File: config.mk
export PLATFORM = sky130hd
export DESIGN_NAME = sensor_scheduler
export DESIGN_NICKNAME = d
export VERILOG_FILES = /design/src/rtl/sensor_scheduler.sv
export SDC_FILE = /design/constraint.sdc
export NUM_CORES = 1
export LEC_CHECK = 0
export ABC_CLOCK_PERIOD_IN_PS = 2320
export BUFFER_PORTS_ARGS = -buffer_cell sky130_fd_sc_hd__buf_2
export CAP_MARGIN = 10
export CORE_MARGIN = 4
export CORE_UTILIZATION = 55
export DETAILED_ROUTE_END_ITERATION = 16
export PLACE_DENSITY = 0.77
export SLEW_MARGIN = 40
export SYNTH_ARGS = -nofsm -noshare
export SYNTH_HDL_FRONTEND = slang
export SYNTH_SLANG_ARGS = --single-unit
File: constraint.sdc
create_clock -name CLK_26MHZ_IN -period 2.32 [get_ports CLK_26MHZ_IN]
set_clock_uncertainty 0.2 [all_clocks]
set_input_delay 0.464 -clock CLK_26MHZ_IN [delete_from_list [all_inputs] [get_ports CLK_26MHZ_IN]]
set_output_delay 0.464 -clock CLK_26MHZ_IN [all_outputs]
set_load 0.02 [all_outputs]
File: src/rtl/sensor_scheduler.sv
// Frame-based sensor slot scheduler: a 1 us tick builds a frame period, and each
// frame walks the enabled slots in order, starting each one and waiting for DONE or a timeout.
module sensor_scheduler #(
  parameter int PRESCALE   = 26,
  parameter int PERIOD_US  = 1000,
  parameter int TIMEOUT_US = 200
) (
  input  logic       CLK_26MHZ_IN,
  input  logic       RESET,
  input  logic [3:0] ENABLE_MASK,
  input  logic [3:0] DONE,
  input  logic       CLEAR_FLAGS,
  output logic [3:0] START,
  output logic [1:0] SLOT_IDX,
  output logic       BUSY,
  output logic       FRAME_PULSE,
  output logic [3:0] TIMEOUT_FLAGS,
  output logic       OVERRUN
);

  // state   | meaning
  // S_IDLE  | waiting for frame start
  // S_SEL   | scan active mask from slot_q upward
  // S_START | one-cycle start pulse for slot_q, timeout counter cleared
  // S_WAIT  | waiting for DONE[slot_q] or timeout
  typedef enum logic [1:0] {S_IDLE, S_SEL, S_START, S_WAIT} state_t;

  localparam int PS_W = (PRESCALE > 1) ? $clog2(PRESCALE) : 1;
  localparam int FC_W = (PERIOD_US > 1) ? $clog2(PERIOD_US) : 1;
  localparam int TO_W = $clog2(TIMEOUT_US + 1);

  state_t          state_q, state_d;
  logic [1:0]      slot_q, slot_d;
  logic [3:0]      mask_q, mask_d;
  logic [PS_W-1:0] ps_cnt;
  logic [FC_W-1:0] frame_cnt;
  logic [TO_W-1:0] to_cnt;
  logic            tick;
  logic            frame_start;
  logic            to_expire;
  logic            to_clear;
  logic            slot_timeout;
  logic [3:0]      flag_set;

  assign tick        = (ps_cnt == PS_W'(PRESCALE - 1));
  assign frame_start = tick && (frame_cnt == FC_W'(PERIOD_US - 1));
  // Expiry is the tick that would carry the counter up to TIMEOUT_US.
  assign to_expire   = tick && (to_cnt == TO_W'(TIMEOUT_US - 1));
  assign flag_set    = slot_timeout ? (4'b0001 << slot_q) : 4'b0000;

  always_ff @(posedge CLK_26MHZ_IN or negedge RESET) begin
    if (!RESET) begin
      ps_cnt      <= '0;
      frame_cnt   <= '0;
      FRAME_PULSE <= 1'b0;
    end else begin
      ps_cnt      <= tick ? '0 : ps_cnt + PS_W'(1);
      FRAME_PULSE <= frame_start;
      if (tick) frame_cnt <= frame_start ? '0 : frame_cnt + FC_W'(1);
    end
  end

  always_ff @(posedge CLK_26MHZ_IN or negedge RESET) begin
    if (!RESET) begin
      state_q <= S_IDLE;
      slot_q  <= 2'd0;
      mask_q  <= 4'b0000;
      to_cnt  <= '0;
    end else begin
      state_q <= state_d;
      slot_q  <= slot_d;
      mask_q  <= mask_d;
      if (to_clear) to_cnt <= '0;
      else if (state_q == S_WAIT && tick) to_cnt <= to_cnt + TO_W'(1);
    end
  end

  always_comb begin
    state_d      = state_q;
    slot_d       = slot_q;
    mask_d       = mask_q;
    to_clear     = 1'b0;
    slot_timeout = 1'b0;
    case (state_q)
      S_IDLE: begin
        if (frame_start) begin
          mask_d  = ENABLE_MASK;
          slot_d  = 2'd0;
          state_d = S_SEL;
        end
      end
      S_SEL: begin
        if (mask_q[slot_q]) state_d = S_START;
        else if (slot_q == 2'd3) state_d = S_IDLE;
        else slot_d = slot_q + 2'd1;
      end
      S_START: begin
        to_clear = 1'b1;
        state_d  = S_WAIT;
      end
      S_WAIT: begin
        // DONE beats a simultaneous expiry, so the flag only sets without DONE.
        if (DONE[slot_q] || to_expire) begin
          slot_timeout = !DONE[slot_q];
          if (slot_q == 2'd3) begin
            state_d = S_IDLE;
          end else begin
            slot_d  = slot_q + 2'd1;
            state_d = S_SEL;
          end
        end
      end
      default: state_d = S_IDLE;
    endcase
  end

  // Set events win over a same-cycle clear.
  always_ff @(posedge CLK_26MHZ_IN or negedge RESET) begin
    if (!RESET) begin
      TIMEOUT_FLAGS <= 4'b0000;
      OVERRUN       <= 1'b0;
    end else begin
      TIMEOUT_FLAGS <= (CLEAR_FLAGS ? 4'b0000 : TIMEOUT_FLAGS) | flag_set;
      OVERRUN       <= (CLEAR_FLAGS ? 1'b0 : OVERRUN) | (frame_start && state_q != S_IDLE);
    end
  end

  assign START    = (state_q == S_START) ? (4'b0001 << slot_q) : 4'b0000;
  assign SLOT_IDX = slot_q;
  assign BUSY     = (state_q != S_IDLE);

endmodule
Word level (Yosys, flattened, before mapping). Cells that the tools add are included.

Add/subtract/negate cells: 4. Magnitude comparators: 1. Eq/ne operators: 11. Shifts and indexed selects: 1. Mux-type cells: 26. Bitwise gates (word level): 2. Reductions and logical operators: 13.

Operators by type and width (count): 2-bit 2-to-1 mux (8); 8-bit 2-to-1 mux (2); 4-bit 2-to-1 mux (3); 10-bit by 1-bit adder with 10-bit output, second input constant (1); 10-bit equality test, second input constant (1); 10-bit 2-to-1 mux (1); 8-bit by 1-bit adder with 8-bit output, second input constant (1); 8-bit equality test, second input constant (1); 2-bit case mux with 4 select lines (1); 1-bit 2-to-1 mux (7); 2-bit equality test, second input constant (3); 2-bit case mux with 3 select lines (1); 5-bit by 1-bit adder with 5-bit output, second input constant (1); 5-bit equality test, second input constant (1); 5-bit 2-to-1 mux (1); 1-bit binary-select mux with 2-bit select (2); 1-bit logical AND (4); 2-bit != test, second input constant (2); 4-bit OR (1); 4-bit AND reduction (1); 2-bit nonzero test (2); 1-bit by 2-bit << shifter with 4-bit output, first input constant (1); 2-bit by 3-bit less-than comparator with 1-bit output, second input constant (1); 3-bit != test, second input constant (1); other kinds (10) (10).

Flip-flop bits (word level): 37. Input bits: 11. Output and inout bits: 13. Logic and storage cells: 67.

Logic depth before layout (Yosys ltp).
Depth after elaboration: 7. Mapped depth: 7. Mapped depth without buffers: 6.

Least setup slack after synthesis. OpenSTA, ideal clock, no wires.

Path type: reg-to-reg. Start point: reg ps_cnt[1]. End point: reg mask_q[0]. Arrival: 1574 ps. Data required time: 1995 ps. Setup slack: 422 ps. Stages on the path, launching flop included: 6. Cells stage by stage: dfrtp_1 > inv_1 > ha_1 > nand4b_4 > nor4_4 > mux2_2.

Cells in the longest elaborated chain, start to end: 3.

RTL lines: start, declared (line 35) `logic [PS_W-1:0] ps_cnt;`; start signal, assigned (line 57) `ps_cnt <= tick ? '0 : ps_cnt + PS_W'(1);`; 5-bit equality test (line 45) `assign tick = (ps_cnt == PS_W'(PRESCALE - 1));`; 1-bit logical AND (line 46) `assign frame_start = tick && (frame_cnt == FC_W'(PERIOD_US - 1));`; 2-bit AND reduction (no source line); end signal, assigned (line 72) `mask_q <= mask_d;`; end, declared (line 34) `logic [3:0] mask_q, mask_d;`.

Every way passes these cells. A chain may end at the register's enable or synchronous reset.

Worst setup path after layout.
Start point: reg slot_q[0] (netlist: SLOT_IDX[0]). End point: out START[0].

Cells in the longest elaborated chain, start to end: 2.

RTL lines: start, declared (line 33) `logic [1:0] slot_q, slot_d;`; start signal, assigned (line 71) `slot_q <= slot_d;`; 1-bit by 2-bit << shifter with 4-bit output (line 128) `assign START = (state_q == S_START) ? (4'b0001 << slot_q) : 4'b0000;`; 4-bit 2-to-1 mux (line 128); end, declared (line 13) `output logic [3:0] START,`.

Every way passes these cells.

==> run summary <==
STA classifies the critical path startpoint as a register. After layout, the minimum clock period comes to 2.161 ns. Counting flops with an async set or reset pin after synthesis yields a share of 100.0%.

Counting every net in the synthesized netlist gives 192. Pin placement for this block handled 24 I/O pins. In this run the critical register-to-register path is launched from ps_cnt[1]. Adding up every negative setup slack in the final design gives 0 ns. The tools report the cell total after placement as 240. The portion of the post-synthesis area used by sequential elements is 48.46%, and the detailed-route DRC error count is 0.

The logs give 221 for the layout net count and 0 for the count of synthesis-stage warnings from yosys. The first global-routing pass estimated 6.141 mm of wire. Synthesis produced 173 cells. Summed over all cells, the static leakage comes to 1.023 nW.

Once the floorplan was initialized, standard cells occupied 57.26% of the core. The final standard cell count with taps included and fillers excluded was 249. The number of post-CTS setup repair buffers was 0. Derived from the worst setup path, the maximum achievable clock frequency is 462.8 MHz. The type of the worst min-delay path is input port to register. By area the synthesized netlist is led by dfrtp_1 48%, ha_1 5.2%, nand2_1 3.3%. The later pin in the worst-skew pair is clocked with a latency of 0.35 ns.

After detailed placement, the total cell area comes to 0.002071 mm^2. After synthesis, the mean cell area works out to 11.04 um^2. The worst-margin pin slew works out to 0.4544 ns. The max-capacitance violation count is 0. The area of the core was 0.003337 mm^2; the HPWL reported at the end of detailed placement was 2.511 mm.

The final route contains 1386 vias. For this run, the share of the core covered by cells in the final layout is 63.97%. The global-route congestion overflow total is 0, and the number of unique standard cell types used by synthesis is 46.

The worst register-to-register path ends at state_q[0]. The number of max-slew violations in the final report was 0; the layout-stage area growth over the synthesis result was 11.72%. The cell at the root of the clock tree is clkbuf_4.

The first-pass detailed-route iteration total is 4. Dividing the detail-routed wire length by the instance count gives 13.54 um. The sequential cells in the finished layout cover a total of 925.9 um^2.

For the area occupied by multi-input gates, the log shows 934.6 um^2. The average via count per standard cell is 5.566. The synthesized netlist occupies a cell area of 0.001911 mm^2. The relative slew slack is 69.48%. STA classifies the critical path endpoint as an output pin. Once the clock tree was built, the resizer swapped 0 gates to a different size. The clock net in this run drives a total of 37 sinks.

The largest net degree at the start of global routing is 38. The endpoint of the worst setup timing path is START[0]. The final layout contains routed wiring with a total length of 3.372 mm. STA puts the critical path data required time at 1.66 ns. The die covers 0.004481 mm^2. The power per cell area is 481.5 mW/mm^2, and the final-layout fill cell count is 275.

Placement-stage worst setup slack: 0.1536 ns. The repair_antennas step left the layout with diodes totalling 0. The flow ran to the end, and the final reports show no timing, DRC or antenna violations.

Overall power consumption: 1.028 mW. The worst-case vdd ir drop came out at 0.3492 mV. Prevailing post-synth register cell: dfrtp_1. Summed over its instances, the top area cell type makes up 48.46% of the synthesized netlist area. The number of nets with antenna violations after detailed routing is 0, and the final non-filler cell area is 0.002135 mm^2.

The run gives 0 as the final hold violation count. For the number of levels in the clock H-tree, the log shows 2. From left edge to right edge, the die measures 66.94 um.

Largest area contributor in the netlist: dfrtp_1. Setup repair after global routing left no endpoint under its margin. In this run the register-to-register setup slack is 0.25 ns.

The length in cells of the worst reg-to-reg path came out at 7. In the finished design, the share of the clock period the worst path needs comes to 93.13%. STA puts the critical path data arrival time at 1.50 ns. The first element of the critical path is SLOT_IDX[0].

Setup violations remaining at the end of the flow were counted as 0. The detailed router finished its first iteration with 84 violations. TritonCTS built the clock tree. The total CTS buffers is 5, and the top fanout value on the critical path is 6. In the post-route analysis, the smallest setup slack over all paths is 0.1593 ns. The clock input transition at the sequential cells of the worst setup and hold paths came out at 0.10 ns. The buffer depth of the longest clock path was 2; the initial antenna violation count was 0. After synthesis the netlist holds a flip-flop and latch count of 37.

In this run the vertical extent of the chip is 66.94 um. The number of placement rows is 21, and the number of global-route vias before repair is 1407. The congestion estimate from routability-driven global placement came to 0.8144. The number of flops mapped to enable cells by yosys is 0, and the total track usage is 18.42%. The number of port buffers is 23, and the minimum hold slack is 0.1439 ns.

Category of the critical setup timing path: register to output pin. The post-route netlist has 22.66% of its cells at a drive strength greater than 1.
-- worst max-delay path: stages (launching register included) --
cell	delay (ns)
dfrtp_1	0.49
inv_1	0.13
ha_1	0.23
and2_1	0.14
buf_2	0.16
-- cell usage in the layout, fill, tap and decap left out, types with 2 or more instances in the layout --
cell type  synthesis  routed
nand3_1            8       8
buf_2              1      22
nand4bb_1          2       2
nor2b_1            2       2
clkinv_2           0       2
o21ai_0            9       9
nand4_1            4       4
inv_1              6       6
and3_1             2       2
buf_4              1       3
ha_1               8       8
o21a_1             2       2
nor2_1            10      10
mux2_2             4       4
a21oi_1            4       4
a22o_1             7       7
clkbuf_4           0       5
mux2i_1            4       4
xnor2_1            6       6
dfrtp_1           37      37
and2_1             4       4
nand2_1           17      17
o41ai_1            2       2
nor3_1             6       6
mux4_2             2       2
xor2_1             2       2
o311ai_0           2       2
-- sequential cells by signal (all words and copies together), names as in the netlist, named ones only --
register,flops
ps_cnt,5
SLOT_IDX,2
TIMEOUT_FLAGS,4
mask_q,4
to_cnt,8
frame_cnt,10
state_q,1
OVERRUN,1
FRAME_PULSE,1
-- worst min path at each step --
stage | slack (ns) | depth (start not counted) | start | endpoint
2_1_floorplan | -0.03 | 0 | RESET | FRAME_PULSE
3_3_place_gp | 0.27 | 1 | ps_cnt[0] | ps_cnt[0]
3_5_place_dp | 0.29 | 1 | TIMEOUT_FLAGS[2] | TIMEOUT_FLAGS[2]
4_1_cts | 0.13 | 2 | ENABLE_MASK[2] | mask_q[2]
5_1_grt | 0.14 | 2 | ENABLE_MASK[2] | mask_q[2]
6_report | 0.14 | 2 | ENABLE_MASK[2] | mask_q[2]
-- logic make-up (layout without fill, tap and decap cells) --
| group | count (synthesis) | after routing | share of synthesized area (%) |
|---|---|---|---|
| flops | 37 | 37 | 48.46 |
| compound gates | 32 | 32 | 12.05 |
| buf+inv | 10 | 40 | 2.619 |
| fa+ha+maj | 8 | 8 | 5.239 |
| simple gates | 68 | 68 | 21.15 |
| xor+xnor | 8 | 8 | 3.667 |
| mux | 10 | 10 | 6.810 |
-- repair_timing --
action | 4_1_cts | 5_1_grt
hold buffers | 1 | 0
hold endpoints to repair | 10 | 0
setup endpoints to repair | 0 | 6
-- synth_stat cells, types with 2 or more instances --
cell,count
and3_1,2
inv_1,6
and2_1,4
nand4_1,4
o311ai_0,2
nor3_1,6
dfrtp_1,37
ha_1,8
nand4bb_1,2
mux2_2,4
nand2_1,17
xnor2_1,6
nor2_1,10
a22o_1,7
o21a_1,2
xor2_1,2
nand3_1,8
a21oi_1,4
o21ai_0,9
nor2b_1,2
mux2i_1,4
mux4_2,2
o41ai_1,2
-- cell type report --
| type | count | share of cell area (%) |
|---|---|---|
| clock inverters | 2 | 0.4689 |
| well taps | 46 | 2.696 |
| multi-input cells | 126 | 43.79 |
| repair buffers | 26 | 6.682 |
| flip-flops and latches | 37 | 43.38 |
| clock buffers | 6 | 1.934 |
| inverters | 6 | 1.055 |
-- power breakdown --
group	internal [mW]	total (mW)	switching, mW
clock	0.115	0.323	0.208
combinational	0.0202	0.0474	0.0272
sequential	0.648	0.658	0.00980
total	0.783	1.03	0.245
-- metal layers --
metal	track usage, %	part of all wire, %	vias up
li1	-	-	690
met1	22.31	47	663
met2	30.32	46	22
met3	4.047	3.8	11
met4	9.873	2.9	0
met5	0	0	-
No activity file was read; power rests on OpenSTA's default activity.
